### config.mk
export PLATFORM = sky130hd
export DESIGN_NAME = ppu_arbiter
export DESIGN_NICKNAME = d
export VERILOG_FILES = /design/src/rtl/ppu_arbiter.sv
export SDC_FILE = /design/constraint.sdc
export NUM_CORES = 1
export LEC_CHECK = 0
export CORE_ASPECT_RATIO = 0.8
export CORE_MARGIN = 3
export CORE_UTILIZATION = 37
export DETAILED_ROUTE_END_ITERATION = 8
export GPL_TIMING_DRIVEN = 0
export PLACE_DENSITY_LB_ADDON = 0.08
export RECOVER_POWER = 100
export SYNTH_ARGS = -nofsm -noshare
export SYNTH_HDL_FRONTEND = slang
export SYNTH_SLANG_ARGS = --single-unit
### constraint.sdc
create_clock -name clk -period 1.33 [get_ports clk]
set_input_delay 0.399 -clock clk [delete_from_list [all_inputs] [get_ports clk]]
set_output_delay 0.399 -clock clk [all_outputs]
set_load 0.05 [all_outputs]
### src/rtl/ppu_arbiter.sv
// Two-requester round-robin front end for a fixed-latency PPU, with in-order result routing by tag.
// Optional per-requester acceptance counters: define PPU_ARB_STATS_EN.
module ppu_arbiter #(
    parameter int WORD    = 32,
    parameter int OP_SIZE = 3,
    parameter int LATENCY = 4
) (
    input  logic               clk,
    input  logic               rst_n,
    input  logic               req0_valid,
    input  logic               req1_valid,
    output logic               req0_ready,
    output logic               req1_ready,
    input  logic [WORD-1:0]    req0_in1,
    input  logic [WORD-1:0]    req0_in2,
    input  logic [WORD-1:0]    req1_in1,
    input  logic [WORD-1:0]    req1_in2,
    input  logic [OP_SIZE-1:0] req0_op,
    input  logic [OP_SIZE-1:0] req1_op,
    output logic               res0_valid,
    output logic               res1_valid,
    output logic [WORD-1:0]    res0_data,
    output logic [WORD-1:0]    res1_data,
    output logic               ppu_valid_in,
    output logic [WORD-1:0]    ppu_in1,
    output logic [WORD-1:0]    ppu_in2,
    output logic [OP_SIZE-1:0] ppu_op,
    input  logic [WORD-1:0]    ppu_out,
    input  logic               ppu_valid_o,
`ifdef PPU_ARB_STATS_EN
    output logic [31:0]        cnt0,
    output logic [31:0]        cnt1,
`endif
    output logic               err
);

    logic               last_grant;
    logic               grant0, grant1, accept, sel;
    logic               issue_id;
    logic [LATENCY-1:0] tag_vld, tag_id;
    logic               head_vld, head_id;

    // last_grant==1 means requester 0 wins the next tie.
    always_comb begin
        grant0 = req0_valid & (~req1_valid | last_grant);
        grant1 = req1_valid & ~grant0;
    end

    // Ready is held low while reset is asserted, even though it is combinational.
    assign req0_ready = rst_n & grant0;
    assign req1_ready = rst_n & grant1;
    assign accept     = req0_ready | req1_ready;
    assign sel        = req1_ready;

    always_ff @(posedge clk or negedge rst_n) begin
        if (!rst_n) begin
            last_grant   <= 1'b1;
            ppu_valid_in <= 1'b0;
            ppu_in1      <= '0;
            ppu_in2      <= '0;
            ppu_op       <= '0;
            issue_id     <= 1'b0;
        end else begin
            ppu_valid_in <= accept;
            if (accept) begin
                last_grant <= sel;
                issue_id   <= sel;
                ppu_in1    <= sel ? req1_in1 : req0_in1;
                ppu_in2    <= sel ? req1_in2 : req0_in2;
                ppu_op     <= sel ? req1_op  : req0_op;
            end
        end
    end

    // Tags enter one cycle after issue, so the head lines up with ppu_valid_o.
    always_ff @(posedge clk or negedge rst_n) begin
        if (!rst_n) begin
            tag_vld <= '0;
            tag_id  <= '0;
        end else begin
            tag_vld[0] <= ppu_valid_in;
            tag_id[0]  <= issue_id;
            for (int i = 1; i < LATENCY; i++) begin
                tag_vld[i] <= tag_vld[i-1];
                tag_id[i]  <= tag_id[i-1];
            end
        end
    end

    assign head_vld = tag_vld[LATENCY-1];
    assign head_id  = tag_id[LATENCY-1];

    always_ff @(posedge clk or negedge rst_n) begin
        if (!rst_n) begin
            res0_valid <= 1'b0;
            res1_valid <= 1'b0;
            res0_data  <= '0;
            res1_data  <= '0;
            err        <= 1'b0;
        end else begin
            res0_valid <= ppu_valid_o & head_vld & ~head_id;
            res1_valid <= ppu_valid_o & head_vld &  head_id;
            if (ppu_valid_o && head_vld && !head_id) res0_data <= ppu_out;
            if (ppu_valid_o && head_vld &&  head_id) res1_data <= ppu_out;
            if (ppu_valid_o != head_vld) err <= 1'b1;
        end
    end

`ifdef PPU_ARB_STATS_EN
    always_ff @(posedge clk or negedge rst_n) begin
        if (!rst_n) begin
            cnt0 <= '0;
            cnt1 <= '0;
        end else begin
            if (req0_ready) cnt0 <= cnt0 + 32'd1;
            if (req1_ready) cnt1 <= cnt1 + 32'd1;
        end
    end
`endif

endmodule
Word-level counts from Yosys, hierarchy flattened
Index checks and enable logic that the tools add are counted.
- flip-flop bits (word level): 145
- equality and inequality tests: 1
- multiplexer cells: 3
- bitwise gates (word level): 12
- reductions and logical operators: 4
- operators by type and width (kind ; number):
    2-to-1 mux 32 bit ; 2
    bitwise AND 1 bit ; 7
    logical AND 1 bit ; 3
    2-to-1 mux 3 bit ; 1
    NOT 1 bit ; 3
    OR 1 bit ; 2
    logical NOT 1 bit ; 1
    != test 1 bit ; 1

Depth between registers and ports, before layout
Gate-level depths: netlist of the first run.
- word-level depth: 7
- gate-level depth with buffers: 6
- gate-level depth less buffers: 3

Worst setup path before layout of the first run
No wires, ideal clock.
- path kind: in2out
- from: in rst_n
- to: out req0_ready
- data arrival time: 1.617 ns
- required time: 0.931 ns
- slack: -0.686 ns
- stages: 5
- path through: buf_6 > buf_6 > buf_2 > nand2_1 > a21oi_1
- word-level cells in the longest chain between the ends: 1
- ends and longest elaborated chain (element ; RTL line ; RTL):
    start: declaration ; 9 ; input logic rst_n,
    bitwise AND 1 bit ; 50 ; assign req0_ready = rst_n & grant0;
    end: declaration ; 12 ; output logic req0_ready,
Every way passes these cells.

Final worst setup path of the first run
- from: reg last_grant
- to: out req1_ready
- word-level cells in the longest chain between the ends: 5
- ends and longest elaborated chain (element ; RTL line ; RTL):
    start: declaration ; 37 ; logic last_grant;
    start signal: assignment ; 66 ; last_grant <= sel;
    OR 1 bit ; 45 ; grant0 = req0_valid & (~req1_valid | last_grant);
    bitwise AND 1 bit ; 45 ;
    NOT 1 bit ; 46 ; grant1 = req1_valid & ~grant0;
    bitwise AND 1 bit ; 46 ;
    bitwise AND 1 bit ; 51 ; assign req1_ready = rst_n & grant1;
    end: declaration ; 13 ; output logic req1_ready,
Every way passes these cells.

==> results of run 1 <==
==> layout make-up <==
class	count	area (um2)	share of cell area
Tap cell	220	275.3	0.02227
Sequential cell	145	3631	0.2937
Buffer	62	596.8	0.04828
Clock buffer	19	452.9	0.03664
Clock inverter	13	126.4	0.01022
Timing Repair Buffer	416	4289	0.3470
Multi-Input combinational cell	344	2969	0.2402
Inverter	5	21.27	0.001721
==> flip-flops by register name, summed over array words and instances (netlist names) <==
register and cells:
ppu_in1 32, ppu_in2 32, res0_data 32, res1_data 32
tag_id 4, tag_vld 4, ppu_op 3, err 1
issue_id 1, last_grant 1, ppu_valid_in 1, res0_valid 1
res1_valid 1
==> per-layer routing <==
metal	track usage	routed length (um)	vias to the layer above
met5	0	0	-
met4	0.09865	816	0
met3	0.06426	1883	56
met2	0.4538	13550	314
met1	0.3216	10530	3376
li1	-	-	2998
==> through the flow <==
stage                     instance area (um2)  power, W  cells
after global placement                  10020   0.01288   1087
after CTS                               12070   0.01903   1179
after floorplan                          6681   0.01016    561
after global routing                    12360   0.02035   1224
after detailed placement                10050   0.01300   1088
final                                   12360   0.01968   1224
==> kinds of logic (layout without fill, tap and decap cells) <==
| logic type | after synthesis | in the layout | synth area share |
|---|---|---|---|
| mux | 64 | 64 | 0.1102 |
| simple gates | 74 | 74 | 0.04477 |
| flops | 145 | 145 | 0.5550 |
| compound gates | 205 | 205 | 0.2101 |
| buf+inv | 72 | 515 | 0.07806 |
| fa+ha+maj | 1 | 1 | 0.001913 |
==> where the power goes <==
group	total, W	switching, W	internal, W
combinational	0.00895	0.00492	0.00403
clock	0.00472	0.00201	0.00271
sequential	0.00601	0.000720	0.00529
==> placed cells by master, fill, tap and decap left out, drive strengths merged, types with 10 or more instances in the layout <==
master / synthesis / final
inv: 5 / 10
dfrtp: 144 / 144
buf: 54 / 283
a31oi: 67 / 67
clkbuf: 13 / 45
mux2: 64 / 64
o21ai: 67 / 67
o2111ai: 67 / 67
clkdlybuf4s50: 0 / 166
nor2: 68 / 68
==> path summary, 6_finish.rpt <==
check	to	slack, ns	depth (start not counted)
worst min-delay path	ppu_in2[14]$_DFFE_PN0P_	0.12	2
worst max register to register	res0_data[29]$_DFFE_PN0P_	-0.33	6
max in group asynchronous	ppu_in1[29]$_DFFE_PN0P_	0.23	2
worst max-delay path	req1_ready	-0.49	4
worst min register to register	tag_vld[2]$_DFF_PN0_	0.35	0
min in group clk	tag_vld[2]$_DFF_PN0_	0.35	0
==> what timing repair did <==
action / 4_1_cts / 5_1_grt
hold buffers: 2 / 0
gates resized for setup: 1079 / 57
pin swaps: 38 / 13
gates cloned: 12 / 1
endpoints found under the hold margin: 62 / 0
setup buffers: 47 / 54
setup endpoints to repair: 265 / 267
==> impl_metrics.yaml, run 1 <==
yosys:
  synth-async-reset-ratio: 1.000
  yosysTopAreaCell: "dfrtp_1"
  ys_ff_latch: 145
  synth_ff_type: "dfrtp_1"
  synthTopCellsByCount: "144 x dfrtp_1, 68 x nor2_1, 67 x a31oi_1, 67 x o2111ai_1, 64 x mux2_2"
  syn_inst: 561
  synth_edf_count: 0
  seq_area_frac_synth: 0.5550
  ys_warn_count: 0
  yosysMostFrequentCell: "dfrtp_1"
  synth_top_cell_area_share: 0.5510
  syn_area_per_cell_um2: 11.66
  syn_nets: 733
  ys_types: 25
  synth_top_cells_by_area: "dfrtp_1 55%, mux2_2 11%, o2111ai_1 9.0%"
  syn_area_mm2: 0.006540
place:
  post-place-ws_ns: -1.937
  hpwl_mm: 16.50
  io_buffers: 306
  gp_congestion: 0.8837
timing:
  skew_ns: 0.009169
  fin_hold_ws_ns: 0.1184
  finalCritPeriodShare: 1.368
  rsz0062_at_grt: "true"
  fin_setup_tns_ns: -21.32
  finalSetupViolations: 255
  max_slew.worst_pin.slew_ns: 1.182
  fin_ws_ns: -0.4898
  fmax_ghz: 0.5495
  period_needed_ns: 1.820
  final_max_slew_viol_count: 0
  hold_viol_final: 0
  slew_headroom: 0.2122
worst_setup_path:
  cpPeakStageDelay_ns: 0.56
  critPathRequiredTime_ns: 0.93
  path_max_fanout: 2
  crit_family: "flip-flops"
  cp_slowest_cell: "dfstp_2"
  crit_path_start: "last_grant$_DFFE_PN1P_"
  crit_type: "register to output pin"
  arrival_ns: 1.42
  rr_startpoint: "tag_vld[3]$_DFF_PN0_"
  critPathCaptureType: "output pin"
  path_buf_inv: 2
  worstSetupStartpointType: "register"
  cp_cell_sequence: "and2_4 -> buf_8 -> nor2_4 -> buf_6"
layout:
  final_core_utilization: 0.7306
  area_growth_pct: 89.02
  drive_gt1_frac: 0.4542
  n_antenna_cell: 0
  layout.nets: 1163
  fillers: 1115
clocking:
  h-tree-depth: 4
  clk_latency_ns: 0.42
  cts_tree: "built"
  cts.clk_slew.worst_paths_ns: 0.06
  clock_path_buffers: 2
  numCtsBuffers: 17
  cts.sinks: 145
  cts_root_buf: "clkbuf_16"
floorplanning:
  fp.dieH_um: 124.9
  die_x_um: 154.6
  core_area_mm2: 0.01692
  fp.dieArea_mm2: 0.01932
  start_util: 0.3865
  io_pins: 308
  placementRows: 42
drt:
  first_iter_violations: 339
  firstDrtPassIters: 5
  routed_wl_mm: 26.79
  drc: 0
  wl_per_cell_um: 21.89
  vias_per_cell: 5.510
  antenna_left: 0
  vias: 6744
global_routing:
  grt_start_max_net_pins: 43
  antenna_found_initial: 0
  grt_pass1_vias: 7058
  grt.overflow.total: 0
  grt_usage: 0.2640
  grt_pass1_wl_mm: 40.04
power_and_ir_drop:
  p_leak_nw: 5.437
  ir_worst_vdd_mv: 0.8240
  p_per_area_mw_per_mm2: 1592
hold_path:
  min_path_type: "primary input to asynchronous set/reset pin"
status:
  violations: "setup timing"
  status: "finished with violations"
run:
  max-cap-violations: 0
(Power assumes the default switching activity.)
==> run 2: changes to the inputs <==
--- a/config.mk
+++ b/config.mk
@@ -6,8 +6,9 @@
 export NUM_CORES = 1
 export LEC_CHECK = 0
 export CORE_ASPECT_RATIO = 0.8
-export CORE_MARGIN = 3
-export CORE_UTILIZATION = 37
+export CORE_MARGIN = 5
+export CORE_UTILIZATION = 38
+export CTS_BUF_LIST = sky130_fd_sc_hd__clkbuf_2
 export DETAILED_ROUTE_END_ITERATION = 8
 export GPL_TIMING_DRIVEN = 0
 export PLACE_DENSITY_LB_ADDON = 0.08
==> impl_metrics.yaml, run 2 (synthesis results as in run 1) <==
status:
  status: "finished with violations"
  violations: "hold timing, setup timing"
drt:
  first_iter_violations: 382
  vias_per_cell: 5.427
  firstDrtPassIters: 7
  vias: 6539
  drc: 0
  wl_per_cell_um: 20.88
  routed_wl_mm: 25.17
  antenna_left: 0
worst_setup_path:
  cpPeakStageDelay_ns: 0.61
  critPathCaptureType: "output pin"
  cp_cell_sequence: "and2_4 -> buf_8 -> nor2_4 -> buf_6"
  crit_type: "register to output pin"
  reg2reg_depth: 5
  arrival_ns: 1.75
  path_max_fanout: 2
  worstSetupStartpointType: "register"
  critPathRequiredTime_ns: 0.93
  cp_slowest_cell: "dfstp_2"
global_routing:
  grt_pass1_vias: 6464
  antenna_found_initial: 1
  grt_pass1_wl_mm: 36.88
  grt_usage: 0.2372
  grt_start_max_net_pins: 100
  grt.overflow.total: 0
layout:
  layout_commonest_cell: "buf_6"
  fillers: 1173
  multi_input_area_mm2: 0.002814
  regArea_mm2: 0.003631
  layout.nets: 1144
  drive_gt1_frac: 0.4187
  final_cell_mix: "174 x buf_6, 168 x clkdlybuf4s50_1, 143 x dfrtp_1"
  layout.cells.non_filler: 1205
  area_growth_pct: 79.15
floorplanning:
  fp.dieH_um: 127.3
  die_x_um: 156.7
  core_area_mm2: 0.01671
  placementRows: 42
  fp.dieArea_mm2: 0.01995
  io_pins: 308
  start_util: 0.3914
clocking:
  cts_tree: "built"
  cts.sinks: 145
  clk_latency_ns: 0.69
  numCtsBuffers: 17
  clock_path_buffers: 2
  cts_root_buf: "clkbuf_2"
  cts.clk_slew.worst_paths_ns: 0.21
  h-tree-depth: 4
timing:
  final_max_slew_viol_count: 0
  rsz0062_at_grt: "true"
  max_slew.worst_pin.slew_ns: 0.9033
  hold_viol_final: 46
  slew_headroom: 0.3978
  fin_ws_ns: -0.8190
  period_needed_ns: 2.149
  fmax_ghz: 0.4653
  fin_hold_ws_ns: -0.4171
  fin_setup_tns_ns: -61.53
  finalSetupViolations: 256
  finalCritPeriodShare: 1.616
  skew_ns: 0.01929
place:
  io_buffers: 306
  gp_congestion: 0.8962
  hpwl_mm: 16.96
  dp_cells: 1088
power_and_ir_drop:
  ir_worst_vdd_mv: 0.5995
  p_total_w: 0.01730
  p_leak_nw: 5.190
  p_per_area_mw_per_mm2: 1476
run:
  max-cap-violations: 0
hold_path:
  min_path_type: "primary input to asynchronous set/reset pin"
## run 2: cell types whose count changed in the layout (fill, tap and decap cells not counted), moves of 3 or more
cell       before  now
buf_2          10   15
buf_6         166  174
buf_4          82   69
clkbuf_4        7    1
o2111ai_1      25   48
inv_6           4    1
buf_12          9    6
o2111ai_2      41   18
clkbuf_2       11   21
clkbuf_16      19    3
## run 2: timing repair
| item | 4_1_cts | 5_1_grt |
|---|---|---|
| cloned | 7 | 0 |
| gates resized for setup | 1053 | 38 |
| endpoints found under the setup margin | 241 | 267 |
| buffers inserted | 53 | 35 |
| endpoints found under the hold margin | 46 | 46 |
| pin swaps | 17 | 8 |
## run 2: worst paths after layout
kind | start | endpoint | slack, ns
setup / recovery | last_grant$_DFFE_PN1P_ | req1_ready | -0.82
hold / removal | rst_n | res1_data[4]$_DFFE_PN0P_ | -0.42
setup reg to reg | last_grant$_DFFE_PN1P_ | ppu_in1[16]$_DFFE_PN0P_ | -0.19
hold reg to reg | tag_vld[0]$_DFF_PN0_ | tag_vld[1]$_DFF_PN0_ | 0.37
max in group asynchronous | rst_n | tag_id[3]$_DFF_PN0_ | 0.46
min in group clk | req1_valid | ppu_op[2]$_DFFE_PN0P_ | 0.14
## run 2: power by group
part | switching, W | internal (W)
clock network | 0.00168 | 0.00104
logic | 0.00478 | 0.00386
registers | 0.000676 | 0.00527
## run 2: stage by stage
step                      setup WS, ns  area (um2)  utilization  hold slack, ns
final                          -0.8190       11720       0.7011         -0.4171
after global routing           -0.9650       11720       0.7011         -0.5000
after CTS                      -0.9057       11460       0.6860         -0.4740
after detailed placement        -1.424       10050       0.6013          0.3347
after global placement          -6.429       10020       0.5996          0.3356
after floorplan                -0.1735        6681            -          0.1034
## run 2: critical path: cells and delay by family (launching register included)
| family | cells | cell delay (ns) |
|---|---|---|
| DFF | 1 | 0.61 |
| buffers and inverters | 2 | 0.25 |
| and+or+nand+nor | 2 | 0.20 |
## run 2: cell type report
cell class | count | share of cell area
Antenna cell | 1 | 0.0002136
Buffer | 63 | 0.05361
Clock buffer | 17 | 0.007262
Clock inverter | 14 | 0.01410
Inverter | 5 | 0.001815
Multi-Input combinational cell | 344 | 0.2402
Sequential cell | 145 | 0.3099
Tap cell | 220 | 0.02349
Timing Repair Buffer | 396 | 0.3494
## run 2: per-layer routing
metal	track usage	up-vias	part of all wire
met5	0	-	0
met4	0.06582	0	0.019
met3	0.06795	38	0.097
met2	0.3905	370	0.48
li1	-	2952	-
met1	0.3075	3179	0.40
==> run 3: changes to the inputs <==
--- a/config.mk
+++ b/config.mk
@@ -5,9 +5,11 @@
 export SDC_FILE = /design/constraint.sdc
 export NUM_CORES = 1
 export LEC_CHECK = 0
+export CELL_PAD_IN_SITES_DETAIL_PLACEMENT = 0
+export CELL_PAD_IN_SITES_GLOBAL_PLACEMENT = 2
 export CORE_ASPECT_RATIO = 0.8
 export CORE_MARGIN = 5
-export CORE_UTILIZATION = 38
+export CORE_UTILIZATION = 23
 export CTS_BUF_LIST = sky130_fd_sc_hd__clkbuf_2
 export DETAILED_ROUTE_END_ITERATION = 8
 export GPL_TIMING_DRIVEN = 0
==> impl_metrics.yaml, run 3 (synthesis results as in run 1) <==
status:
  status: "finished with violations"
  violations: "setup timing"
drt:
  vias_per_cell: 4.716
  routed_wl_mm: 29.33
  wl_per_cell_um: 21.36
  first_iter_violations: 249
  vias: 6475
  firstDrtPassIters: 6
  antenna_left: 0
  drc: 0
timing:
  finalSetupViolations: 300
  fmax_ghz: 0.4587
  fin_setup_tns_ns: -88.83
  fin_ws_ns: -0.8499
  final_max_slew_viol_count: 0
  max_slew.worst_pin.slew_ns: 1.095
  skew_ns: 0.03418
  slew_headroom: 0.2698
  finalCritPeriodShare: 1.639
  fin_hold_ws_ns: 0.1128
  hold_viol_final: 0
  rsz0062_at_grt: "true"
  period_needed_ns: 2.180
worst_setup_path:
  worstSetupStartpointType: "register"
  critPathRequiredTime_ns: 0.93
  path_max_fanout: 2
  crit_type: "register to output pin"
  arrival_ns: 1.78
  r2r-end: "ppu_in2[24]$_DFFE_PN0P_"
  r2r_setup_slack_ns: -0.33
  critPathCaptureType: "output pin"
  reg2reg_depth: 8
  rr_startpoint: "last_grant$_DFFE_PN1P_"
clocking:
  h-tree-depth: 4
  cts.sinks: 145
  cts_root_buf: "clkbuf_2"
  clock_path_buffers: 2
  cts.clk_slew.worst_paths_ns: 0.22
  cts_tree: "built"
  numCtsBuffers: 17
  clk_latency_ns: 0.75
power_and_ir_drop:
  p_clk_frac: 0.163
  combPwrFrac: 0.501
  p_switching_w: 0.007308
  intPower_w: 0.01035
  p_leak_nw: 5.383
  ir_worst_vdd_mv: 0.9696
  p_per_area_mw_per_mm2: 1439
  pwr-share-seq: 0.336
  switching_share: 0.4139
hold_path:
  min_path_cells: 4
  whs_endpoint: "ppu_op[1]$_DFFE_PN0P_"
  holdCritStartpoint: "req1_valid"
  min_path_type: "primary input to register"
global_routing:
  grt_pass1_vias: 7153
  grt_start_max_net_pins: 38
  grt.overflow.total: 0
  grt_usage: 0.1778
  antenna_found_initial: 3
  grt_pass1_wl_mm: 43.55
run:
  max-cap-violations: 0
place:
  hpwl_mm: 19.56
  io_buffers: 306
  gp_congestion: 0.8115
floorplanning:
  placementRows: 55
  io_pins: 308
  start_util: 0.2324
  fp.dieArea_mm2: 0.03193
  die_x_um: 198.5
  fp.dieH_um: 160.8
  core_area_mm2: 0.02815
layout:
  final_cell_mix: "168 x clkdlybuf4s50_1, 164 x buf_6, 144 x dfrtp_1"
  layout_commonest_cell: "clkdlybuf4s50_1"
  area_growth_pct: 87.60
  regArea_mm2: 0.003630
  fillers: 2664
  layout.nets: 1160
  multi_input_area_mm2: 0.002764
  drive_gt1_frac: 0.4140
[run 3: metal layers]
layer	part of all wire	global-route usage	vias to the layer above	wire length, um
met2	0.47	0.2858	243	13930
met1	0.44	0.2324	3206	12900
li1	-	-	2999	-
met4	0.017	0.04413	0	496
met5	0	0	-	0
met3	0.068	0.05852	27	2002
[run 3: critical path: stages, from the launching register on]
cell,delay [ns]
dfstp_2,0.62
and2_4,0.17
buf_8,0.10
nor2_4,0.03
buf_6,0.15
[run 3: how the worst max path moves through the flow]
| stage | startpoint | end | depth (start not counted) | slack (ns) |
|---|---|---|---|---|
| finish | last_grant$_DFFE_PN1P_ | req1_ready | 4 | -0.85 |
| global route | last_grant$_DFFE_PN1P_ | req1_ready | 4 | -1.00 |
| CTS | last_grant$_DFFE_PN1P_ | req1_ready | 4 | -0.95 |
| detailed placement | rst_n | req0_ready | 8 | -2.05 |
| global placement | rst_n | req0_ready | 7 | -6.79 |
| floorplan | req1_valid | req0_ready | 4 | -0.17 |
[run 3: repair_timing]
| action | 4_1_cts | 5_1_grt |
|---|---|---|
| pin swaps | 60 | 13 |
| endpoints found under the hold margin | 145 | 0 |
| gates resized for setup | 1066 | 79 |
| endpoints found under the setup margin | 265 | 270 |
| hold buffers | 7 | 0 |
| setup buffers | 59 | 31 |
| cloned | 18 | 0 |
[run 3: final cells by class]
cell class / instances / share of cell area
diodes: 3 / 0.0006119
clock buffers: 19 / 0.007750
clock inverters: 12 / 0.01295
multi-input cells: 344 / 0.2253
plain buffers: 59 / 0.04640
flip-flops and latches: 145 / 0.2958
inverters: 5 / 0.001938
well taps: 370 / 0.03773
repair buffers: 416 / 0.3715
[run 3: stage by stage]
step	cell area, um2	setup slack, ns	util	power (W)	std cells
final	12270	-0.8499	0.4359	0.01766	1373
after detailed placement	10240	-2.050	0.3637	0.01312	1238
after global placement	10210	-6.787	0.3627	0.01304	1237
after global routing	12270	-1.004	0.4359	0.01842	1373
after CTS	12160	-0.9477	0.4322	0.01747	1352
after floorplan	6681	-0.1735	-	0.01016	561
[run 3: power groups by stage]
stage                     logic [W]  registers [W]  clock network, W
after global placement      0.00725        0.00579                 0
after CTS                   0.00854        0.00592           0.00301
final                       0.00885        0.00593           0.00287
after global routing        0.00921        0.00603           0.00317
after floorplan             0.00141        0.00875                 0
after detailed placement    0.00729        0.00583                 0
